## config.mk

```make
export PLATFORM = sky130hd
export DESIGN_NAME = vga_pattern_gen
export DESIGN_NICKNAME = d
export VERILOG_FILES = /design/src/rtl/vga_pattern_gen.sv
export SDC_FILE = /design/constraint.sdc
export NUM_CORES = 1
export LEC_CHECK = 0
export ABC_AREA = 0
export CAP_MARGIN = 15
export CELL_PAD_IN_SITES_DETAIL_PLACEMENT = 2
export CELL_PAD_IN_SITES_GLOBAL_PLACEMENT = 2
export CORE_ASPECT_RATIO = 0.6
export CORE_MARGIN = 3
export CORE_UTILIZATION = 37
export CTS_BUF_LIST = sky130_fd_sc_hd__clkbuf_8
export CTS_CLUSTER_SIZE = 28
export DETAILED_ROUTE_END_ITERATION = 7
export MAX_ROUTING_LAYER = met4
export PLACE_DENSITY_LB_ADDON = 0.1
export RECOVER_POWER = 100
export SLEW_MARGIN = 20
export SYNTH_ARGS = -nofsm -noshare
export SYNTH_HDL_FRONTEND = slang
export SYNTH_SLANG_ARGS = --single-unit
```

## constraint.sdc

```tcl
create_clock -name clk -period 2.9 [get_ports clk]
set_input_delay 0.29 -clock clk [delete_from_list [all_inputs] [get_ports clk]]
set_output_delay 0.29 -clock clk [all_outputs]
set_load 0.02 [all_outputs]
```

## src/rtl/vga_pattern_gen.sv

```systemverilog
// VGA 640x480 test-pattern stage: bars, checker, gradient, bouncing box; 2-clock latency, RGB/sync aligned.
// No backpressure: consumes one pixel sample every clock.
module vga_pattern_gen #(
  parameter int H_ACTIVE    = 640,
  parameter int V_ACTIVE    = 480,
  parameter int BOX_SIZE    = 32,
  parameter int AUTO_FRAMES = 120
) (
  input  logic       clk,
  input  logic       reset,
  input  logic [9:0] h_count,
  input  logic [9:0] v_count,
  input  logic       display_en,
  input  logic       h_sync_in,
  input  logic       v_sync_in,
  input  logic [1:0] pattern_sel,
  input  logic       auto_cycle,
  output logic [3:0] red,
  output logic [3:0] green,
  output logic [3:0] blue,
  output logic       h_sync_out,
  output logic       v_sync_out,
  output logic       frame_tick,
  output logic [1:0] pattern_cur
);

  localparam int          CW       = (AUTO_FRAMES > 1) ? $clog2(AUTO_FRAMES) : 1;
  localparam logic [CW-1:0] CYC_LAST = CW'(AUTO_FRAMES - 1);
  localparam logic [9:0]  BAR_W    = 10'(H_ACTIVE / 8);
  localparam logic [9:0]  XMAX     = 10'(H_ACTIVE - BOX_SIZE);
  localparam logic [9:0]  YMAX     = 10'(V_ACTIVE - BOX_SIZE);
  localparam logic [9:0]  V_START  = 10'(V_ACTIVE);
  localparam logic [10:0] BOX      = 11'(BOX_SIZE);

  // S1 sample registers
  logic [9:0] h1, v1;
  logic       de1, hs1, vs1, fs1;

  // Frame-rate state
  logic [9:0]    bx, by;
  logic          dx, dy;
  logic [7:0]    frame_cnt;
  logic [CW-1:0] cyc_cnt;

  logic [3:0]    r_n, g_n, b_n;
  logic [2:0]    bar;
  logic          in_box;
  logic [10:0]   x_upd, y_upd;
  logic [1:0]    pat_n;
  logic [CW-1:0] cyc_n;

  // Returns {new_dir, new_pos}; dir 1 means moving towards pmax.
  function automatic logic [10:0] bounce(input logic [9:0] p, input logic d,
                                         input logic [9:0] pmax);
    logic [10:0] r;
    if (d && p == pmax)       r = {1'b0, p - 10'd1};
    else if (!d && p == 10'd0) r = {1'b1, 10'd1};
    else if (d)               r = {1'b1, p + 10'd1};
    else                      r = {1'b0, p - 10'd1};
    return r;
  endfunction

  always_ff @(posedge clk or negedge reset) begin
    if (!reset) begin
      h1  <= '0;
      v1  <= '0;
      de1 <= 1'b0;
      hs1 <= 1'b1;
      vs1 <= 1'b1;
      fs1 <= 1'b0;
    end else begin
      h1  <= h_count;
      v1  <= v_count;
      de1 <= display_en;
      hs1 <= h_sync_in;
      vs1 <= v_sync_in;
      fs1 <= (h_count == 10'd0) && (v_count == V_START);
    end
  end

  always_comb begin
    r_n    = 4'h0;
    g_n    = 4'h0;
    b_n    = 4'h0;
    bar    = 3'(h1 / BAR_W);
    in_box = ({1'b0, h1} >= {1'b0, bx}) && ({1'b0, h1} < ({1'b0, bx} + BOX)) &&
             ({1'b0, v1} >= {1'b0, by}) && ({1'b0, v1} < ({1'b0, by} + BOX));
    if (de1) begin
      case (pattern_cur)
        2'd0: begin
          // Bar order W,Y,C,G,M,R,B,K maps to inverted index bits.
          r_n = {4{~bar[1]}};
          g_n = {4{~bar[2]}};
          b_n = {4{~bar[0]}};
        end
        2'd1: begin
          if (h1[5] ^ v1[5]) begin
            r_n = 4'hF;
            g_n = 4'hF;
            b_n = 4'hF;
          end
        end
        2'd2: begin
          r_n = h1[7:4];
          g_n = v1[7:4];
          b_n = frame_cnt[3:0];
        end
        default: begin
          if (in_box) begin
            r_n = 4'hF;
            g_n = 4'hF;
            b_n = 4'hF;
          end else begin
            b_n = 4'h8;
          end
        end
      endcase
    end
  end

  always_comb begin
    x_upd = bounce(bx, dx, XMAX);
    y_upd = bounce(by, dy, YMAX);
    pat_n = pattern_cur;
    cyc_n = cyc_cnt;
    if (!auto_cycle) begin
      pat_n = pattern_sel;
      cyc_n = '0;
    end else if (cyc_cnt == CYC_LAST) begin
      pat_n = pattern_cur + 2'd1;
      cyc_n = '0;
    end else begin
      cyc_n = cyc_cnt + CW'(1);
    end
  end

  always_ff @(posedge clk or negedge reset) begin
    if (!reset) begin
      red         <= 4'h0;
      green       <= 4'h0;
      blue        <= 4'h0;
      h_sync_out  <= 1'b1;
      v_sync_out  <= 1'b1;
      frame_tick  <= 1'b0;
      pattern_cur <= 2'd0;
      bx          <= '0;
      by          <= '0;
      dx          <= 1'b1;
      dy          <= 1'b1;
      frame_cnt   <= '0;
      cyc_cnt     <= '0;
    end else begin
      red        <= r_n;
      green      <= g_n;
      blue       <= b_n;
      h_sync_out <= hs1;
      v_sync_out <= vs1;
      frame_tick <= fs1;
      // Frame-rate state only moves on the frame start so the image never tears.
      if (fs1) begin
        frame_cnt   <= frame_cnt + 8'd1;
        {dx, bx}    <= x_upd;
        {dy, by}    <= y_upd;
        pattern_cur <= pat_n;
        cyc_cnt     <= cyc_n;
      end
    end
  end

endmodule

```

==> impl_metrics.toml <==
[status]
status = "complete, but fails checks"
violations = "capacitance limit, slew limit"

[placed_design]
io_buffers = 44
placed_area_sq_um = 5210
dpl.hpwl_mm = 11.2
gp_congestion = 0.849
place_inst = 692

[global_routing]
gr-usage-met3_pct = 4.35
grt_max_degree = 75
antenna_found_initial = 0
track_usage_pct = 23.9
gr-usage-met2_pct = 34.2
top_usage_layer = "met1"
grt_pass1_wl_mm = 24.8
grt_util_met1_pct = 35.3
grt_pass1_vias = 4357
grt_overflow = 0

[drt]
postRouteAntennaNets = 0
vias = 4055
drt_iter0_drc = 242
drc_errors = 0
detail_route.wl_per_cell_um = 21.8
firstDrtPassIters = 4
wirelength_mm = 15.5
routed_via_density = 5.73

[timing]
hold_viol_final = 0
fmax_mhz = 368
slew_viol_final = 75
fin_crit_sh_pct = 93.6
setup_tns_ps = 0
setup_violations = 0
worstMarginPinSlew_ps = 2010
fin_crit_ps = 2720
hold_slack_ps = 359
slew-limit-headroom_pct = -33.9
skew_ps = 16.5

[synthesis]
syn_nets = 573
ys_ff_latch = 74
avgSynthCellArea_sq_um = 9.21
synth_cell_types = 63
async_flop_share_pct = 100
synth_area_sq_um = 4610
synthFlopType = "dfrtp_1"
synth_cells = 501
yosys_warnings = 0
synth_edf_count = 0
yosysSeqAreaShare_pct = 40.3

[setup_path]
cp_slowest_stage_delay_ps = 610
worstSetupPathType = "flop to flop"
cp_max_fo = 8
endpoint_kind = "flop"
required_ps = 3120
worstPathArrival_ps = 2940
critPathLaunchType = "flop"
crit_family = "simple AND/OR/NAND/NOR gates"
slowest_stage = "or4b_1"
cp_num_buf_inv = 2
path_cells = "inv_1, ha_1, or4b_1, nor3_1, a31o_4, inv_2, a21oi_1, o22ai_1"

[clock_tree]
h-tree-depth = 3
ctsHoldBuffers = 0
numClockSinks = 74
cts_tree = "yes"
path_clk_slew_ps = 100
root_buffer = "clkbuf_8"
cts_max_path_buffers = 2
clk_latency_ps = 370
cts_buffers = 9

[final_layout]
multi_input_area_sq_um = 2470
fin_area_sq_um = 5370
nFillCells = 1302
area_growth_pct = 16.3
finalNonFillerCells = 708
seqCellArea_sq_um = 1860
nets = 615
layout_common_cells = "dfrtp_1, nand2_1, ha_1, dlygate4sd3_1"
post-route-util_pct = 45.8
layout_commonest_cell = "dfrtp_1"
drive_gt1_share_pct = 7.30
antenna_cells = 0

[floorplan]
ios = 45
dieWidth_um = 150
core_area_sq_um = 11700
die_area_sq_um = 13900
dieHeight_um = 92.5
start_util_pct = 39.4
rows = 30

[power]
ir_drop_uv = 187
power_density_nw_per_um2 = 405
p_leak_nw = 2.31

[min_path]
hold_class = "flop to flop"

[flow_run]
maxCapViolations = 1
[layer usage]
metal	routed length, um	vias to the layer above
li1	-	1890
met1	8140	2081
met2	6720	69
met3	434	15
met4	150	0
met5	0	-
[final timing paths]
kind                             from          to  slack [ps]  depth (start not counted)
worst max-delay path            by[0]       by[3]         180                          8
worst min-delay path              vs1  v_sync_out         360                          0
worst max register to register  by[0]       by[3]         180                          8
worst min register to register    vs1  v_sync_out         360                          0
max in group asynchronous       reset       h1[0]        1230                          1
min in group asynchronous       reset       bx[0]         450                          1
[logic make-up (layout without fill, tap and decap cells)]
family	count (synthesis)	count (layout)	share of synthesized area, %
DFF	74	74	40.3
and+or+nand+nor	165	165	18.7
AOI/OAI and AO/OA	132	132	18.5
xor gates and xnor gates	19	19	3.61
muxes	7	7	1.63
adders and majority gates	44	44	11.9
buffers and inverters	60	107	5.34
[report_power, final]
group          leakage (nW)  internal, W  total, W  switching [W]
Combinational          1.29    0.0000979  0.000224       0.000126
Clock                 0.102     0.000398  0.000851       0.000453
Sequential            0.920      0.00107   0.00110      0.0000326
Total                  2.31      0.00156   0.00217       0.000612
[cells in the mapped netlist, types with 2 or more instances]
cell        n  share of area, %
o21ai_1     2              0.22
nand2b_1    4              0.54
mux2_2      4              0.98
inv_1      35               2.8
nor4b_1     2              0.38
and3_1      3              0.41
nand2_1    44               3.6
a21boi_0    2              0.33
nor2_1     34               2.8
nor4_1      9               1.2
a21oi_1    36               3.9
o211ai_1    6              0.98
ha_1       44                12
a211oi_1    4              0.65
nor4_4      2              0.92
clkinv_1    2              0.16
dfrtp_1    68                37
xnor2_1    15               2.8
nand3_1    20               2.2
a211o_1     2              0.38
o21ai_0    36               3.9
clkbuf_1   14               1.1
o22ai_1     8               1.1
nand4_1    12               1.6
and2_1      3              0.41
a31oi_1     4              0.54
xor2_1      4              0.76
mux2i_1     3              0.65
o31a_1      5              0.95
nor2b_1     6              0.81
o21a_1      3              0.49
nor3_1     13               1.4
buf_2       4              0.43
a41oi_1     2              0.38
a2111oi_0   3              0.57
or4_1       3              0.49
a21o_1      4              0.65
a221oi_1    2              0.38
o31ai_1     3              0.49
or3_1       2              0.27
dfstp_2     6               3.4
buf_6       2              0.49
[stage by stage]
| step | setup slack [ps] | power [W] |
|---|---|---|
| 6_report | 185 | 0.00217 |
| 5_1_grt | -13.7 | 0.00227 |
| 4_1_cts | 219 | 0.00220 |
| 3_5_place_dp | 273 | 0.00135 |
| 3_3_place_gp | 444 | 0.00134 |
| 2_1_floorplan | 596 | 0.00121 |
[registers in the layout, indices dropped and copies added (netlist names), 2 cells and up]
signal / cells
h1: 10
bx: 10
v1: 10
red: 4
green: 4
blue: 4
frame_cnt: 4
cyc_cnt: 7
by: 10
pattern_cur: 2
[timing repair]
action,4_1_cts,5_1_grt
endpoints found under the hold margin,0,0
setup buffers,0,0
gates resized for setup,0,1
endpoints found under the setup margin,0,11
[layout make-up]
cell class / count / share of cell area (%)
clock inverters: 7 / 1.33
flip-flops and latches: 74 / 34.7
clock buffers: 9 / 2.31
inverters: 38 / 2.66
multi-input cells: 367 / 46.1
repair buffers: 53 / 9.24
well taps: 160 / 3.73
Note: power is estimated with default switching activity, not from simulation.
==> edit 1 (same flow settings) <==
`AUTO_FRAMES`: 120 -> 60.
--- a/src/rtl/vga_pattern_gen.sv
+++ b/src/rtl/vga_pattern_gen.sv
@@ -5,5 +5,5 @@
   parameter int V_ACTIVE    = 480,
   parameter int BOX_SIZE    = 32,
-  parameter int AUTO_FRAMES = 120
+  parameter int AUTO_FRAMES = 60
 ) (
   input  logic       clk,
Function: same outputs for any inputs over 10 cycles, from zero or initial values and one cycle with reset low; that may be too few to reach the edited logic, so the function may still have changed.
==> edit 1 against the unedited design <==
  * The flow still finishes with violations (max-capacitance violations, max-slew violations)
  * Design area is 1.5% lower
  * Sequential cell count is 1 lower
  * Synthesized area is 1.8% lower
  * Worst setup slack better by 110 ps
  * Sequential share of layout area is 0.060 points higher
  * Count of clock-buffer cells in the layout stayed put
  * Total power is 0.39% lower
  * Wire length is 0.10% lower
  * Cell count is 3.2% lower
  * Largest cell class unchanged
  * Largest power group unchanged
  * Highest routed layer unchanged
==> edit 1: results (changes against the unedited design) <==
outcome=complete, but fails checks; failing checks=max-capacitance violations, max-slew violations; family with the most delay on the worst path=compound AO/OA/AOI/OAI gates; largest net degree at the start of global routing=74 (-1.3%); die width=149 µm (-0.87%); # fillers=1,260 (-3.2%); final clock skew=12.0 ps (-4.55 ps); Reg2Reg Depth=9 (+1); final wirelength=15,400 µm (-0.10%); Fmax=384 MHz (+4.3%); Setup WS pre-CTS=364 ps (+90.9 ps); first-pass GRT wire length=25,300 µm (+1.7%); hold path startpoint=hs1; Final GP Congestion=0.875 (+3.1%); R2R Path End=green[3]; initial DRC count=220 (-9.1%); Netlist cell types=65 (+3.2%); share of cells above drive strength 1=0.0724 (-0.000612); Mapped Nets=554 (-3.3%); Crit Path Max Fanout=11 (+3); R2R Setup Slk=300 ps (+110 ps); most frequent cells after synthesis=67 x dfrtp_1, 44 x ha_1, 44 x nand2_1; max_slew headroom=-0.273 (+0.0654); Max Cap Violations=2 (+1); Worst Hold Endpoint=h_sync_out; fin nets=592 (-3.7%); sequential share of the synthesized area=0.405 (+0.00183); Largest stage delay, worst path=560 ps (-50 ps); Synth area leaders=dfrtp_1 37%, ha_1 12%, a21oi_1 4.1%, nand2_1 3.6%, dfstp_2 3.5%; Slowest-stage cell, CP=dfrtp_1; fin. max-slew vios=107 (+43%); leak pwr=2.25 nW (-2.6%)
-- edit 1: cell types whose count changed after synthesis, moves of 4 or more --
cell	delta
nand3_1	-6
xnor2_1	-4
a31oi_1	+4
nand4_1	+5
o21ai_0	-12
nor2_1	-9
mux2i_1	+4
-- edit 1: logic make-up after synthesis --
kind of cell	Yosys count	synth area share
and+or+nand+nor	149	0.176
xor gates and xnor gates	16	0.0309
AOI/OAI and AO/OA	133	0.193
muxes	10	0.0229
DFF	73	0.405
buffers and inverters	57	0.0506
adders and majority gates	44	0.122
-- edit 1: power by group --
group	internal, W	switching (W)
clock	0.000405	0.000459
sequential	0.00105	0.0000281
combinational	0.0000943	0.000127
-- edit 1: worst reg2reg max path: cells and delay by family, from the launching register on --
kind	cells	cell delay (ps)
simple gates	1	70
buf+inv	2	380
flops	1	560
compound gates	5	1120
fa+ha+maj	1	340
-- edit 1: final cells by class --
| cell class | instances | area, µm² | share of cell area |
|---|---|---|---|
| clock buffer | 9 | 124 | 0.0234 |
| clock inverter | 7 | 77.6 | 0.0147 |
| inverter | 35 | 131 | 0.0249 |
| multi-input combinational | 352 | 2450 | 0.463 |
| sequential | 73 | 1830 | 0.347 |
| tap | 160 | 200 | 0.0379 |
| timing repair buffer | 49 | 469 | 0.0888 |
-- edit 1: how the worst max path moves through the flow --
stage | to | depth (start not counted) | startpoint
floorplan | green[0] | 11 | by[6]
global placement | green[3] | 9 | bx[6]
detailed placement | green[3] | 9 | bx[6]
CTS | green[3] | 10 | bx[6]
global route | bx[4] | 8 | bx[0]
finish | green[3] | 9 | bx[6]
-- edit 1: stage by stage --
step | hold WS (ps) | area (µm²) | utilization | total power [W] | instances
final | 360 | 5280 | 0.454 | 0.00217 | 685
after detailed placement | 349 | 5110 | 0.439 | 0.00133 | 669
after global placement | 350 | 5110 | 0.439 | 0.00132 | 669
after floorplan | -5.59 | 4530 | - | 0.00119 | 482
after global routing | 368 | 5280 | 0.454 | 0.00226 | 685
after CTS | 105 | 5310 | 0.456 | 0.00221 | 685
-- edit 1: metal layers --
layer,share of wire,wire [µm],vias up,GRT usage
met1,0.50,7780,2047,0.356
met5,0,0,-,-
met4,0.0080,124,0,0.0495
li1,-,-,1837,-
met3,0.049,754,11,0.0528
met2,0.44,6780,89,0.347
==> edit 2 (same flow settings) <==
Without the edit above. Put one more register stage on the output `h_sync_out`, with the module's reset. The value now appears one clock later. The other outputs are not delayed to match.
--- a/src/rtl/vga_pattern_gen.sv
+++ b/src/rtl/vga_pattern_gen.sv
@@ -32,4 +32,6 @@
   localparam logic [9:0]  V_START  = 10'(V_ACTIVE);
   localparam logic [10:0] BOX      = 11'(BOX_SIZE);
+
+  logic h_sync_s0;
 
   // S1 sample registers
@@ -140,5 +142,5 @@
       green       <= 4'h0;
       blue        <= 4'h0;
-      h_sync_out  <= 1'b1;
+      h_sync_s0   <= 1'b1;
       v_sync_out  <= 1'b1;
       frame_tick  <= 1'b0;
@@ -154,5 +156,5 @@
       green      <= g_n;
       blue       <= b_n;
-      h_sync_out <= hs1;
+      h_sync_s0 <= hs1;
       v_sync_out <= vs1;
       frame_tick <= fs1;
@@ -168,4 +170,12 @@
   end
 
+  always_ff @(posedge clk or negedge reset) begin
+    if (!reset) begin
+      h_sync_out <= '0;
+    end else begin
+      h_sync_out <= h_sync_s0;
+    end
+  end
+
 endmodule
 
Behaviour: not the same (Yosys sat finds a counterexample within 4 cycles, from zero or initial values and one cycle with reset low).
==> edit 2 against the unedited design <==
  * Worst hold slack about the same
  * Synthesized area is 0.54% higher
  * Critical path type unchanged
  * Sequential power barely moved
  * Design area up 1.2%
  * Wire length shrank 2.7%
  * Combinational power increased by 4%
  * Global-route usage shrank 0.78 points
  * Critical path depth is the same
  * Clock skew is 2.3 ps lower
  * The flow still finishes with violations (max-capacitance violations, max-slew violations)
  * Total power up 5.2%
  * Worst setup slack gained 34 ps
  * Sequential cell count up 1
  * Non-clock buffer count increased by 1
==> edit 2: results (changes against the unedited design) <==
outcome=complete, but fails checks; failing checks=max-capacitance violations, max-slew violations; Async SR Flop Fraction=1.00 (unchanged); Final GP Congestion=0.792 (-6.7%); Post-Synthesis Cells=502 (+0.20%); Routed WL per cell=21.2 µm (-3.0%); RR Startpoint=by[0]; worst vdd ir=0.173 mV (-7.4%); Ys Warns=0 (unchanged); final clock skew=14.3 ps (-2.29 ps); met3 wire length=467 µm (+7.6%); final wirelength=15,000 µm (-2.7%); Max Cap Violations=1 (unchanged); drt via density=5.69 (-0.68%); WHS=359 ps (+0.0690 ps); fin nets=617 (+0.33%); leak pwr=2.33 nW (+0.94%); Post-Route M1 WL=7510 µm (-7.8%); Slowest-stage cell, CP=or4b_1; Comb power frac=0.102; max_slew headroom=-0.301 (+0.0381); Mapped Nets=574 (+0.17%); most frequent cells after synthesis=69 x dfrtp_1, 44 x ha_1, 44 x nand2_1; # placed instances=694 (+0.29%); gr usage total=0.231 (-0.00784); met2 wire length=6840 µm (+1.7%); # fillers=1,254 (-3.7%); met3 Use GR=0.0421 (-0.00147); GRT met2 Usage=0.349 (+0.00667); Area after DPL=5250 µm² (+0.62%); Worst Hold Endpoint=h_sync_s0; postcts setup bufs=0 (unchanged); fin. max-slew vios=76 (+1.3%); crit path DAT=2920 ps (-20 ps); post_cts resized=0 (unchanged); hpwl dp=10,900 µm (-2.4%); Reg2Reg Depth=8 (unchanged); initial DRC count=192 (-21%); share of cells above drive strength 1=0.0745 (+0.00155); Logic power comb=0.000234 W (+4%); P_clk=0.000949 W (+12%); setup TNS=0 ps (unchanged); Final period util=0.924 (-0.0119); worst skew pair latency=370 ps (about the same); R2R Setup Slk=220 ps (+30 ps); vias in the first global route=4,355 (-0.046%); hold path startpoint=hs1; Synth area leaders=dfrtp_1 37%, ha_1 12%, a21oi_1 3.9%, o21ai_0 3.9%, nand2_1 3.6%; clk buf depth=2 (unchanged); Setup WS pre-CTS=351 ps (+77.9 ps); global routing usage on met1=0.323 (-0.0301); sw power=0.000598 W (-2.2%); sequential share of the synthesized area=0.406 (+0.00322); largest net degree at the start of global routing=76 (+1.3%); first-pass GRT wire length=24,400 µm (-2.0%)
-- edit 2: cell count changes after synthesis --
| cell | unedited run | this run |
|---|---|---|
| dfrtp_1 | 68 | 69 |
-- edit 2: logic make-up after synthesis --
kind of cell	after synthesis	synth area share
and+or+nand+nor	165	0.186
adders and majority gates	44	0.119
AOI/OAI and AO/OA	132	0.184
muxes	7	0.0162
xor gates and xnor gates	19	0.0359
DFF	75	0.406
buffers and inverters	60	0.0532
-- edit 2: cell type report --
| class | count | area [µm²] | area share |
|---|---|---|---|
| Multi-Input combinational cell | 367 | 2480 | 0.456 |
| Sequential cell | 75 | 1880 | 0.347 |
| Timing Repair Buffer | 54 | 499 | 0.0919 |
| Tap cell | 160 | 200 | 0.0369 |
| Inverter | 38 | 143 | 0.0263 |
| Clock buffer | 10 | 138 | 0.0253 |
| Clock inverter | 6 | 88.8 | 0.0164 |
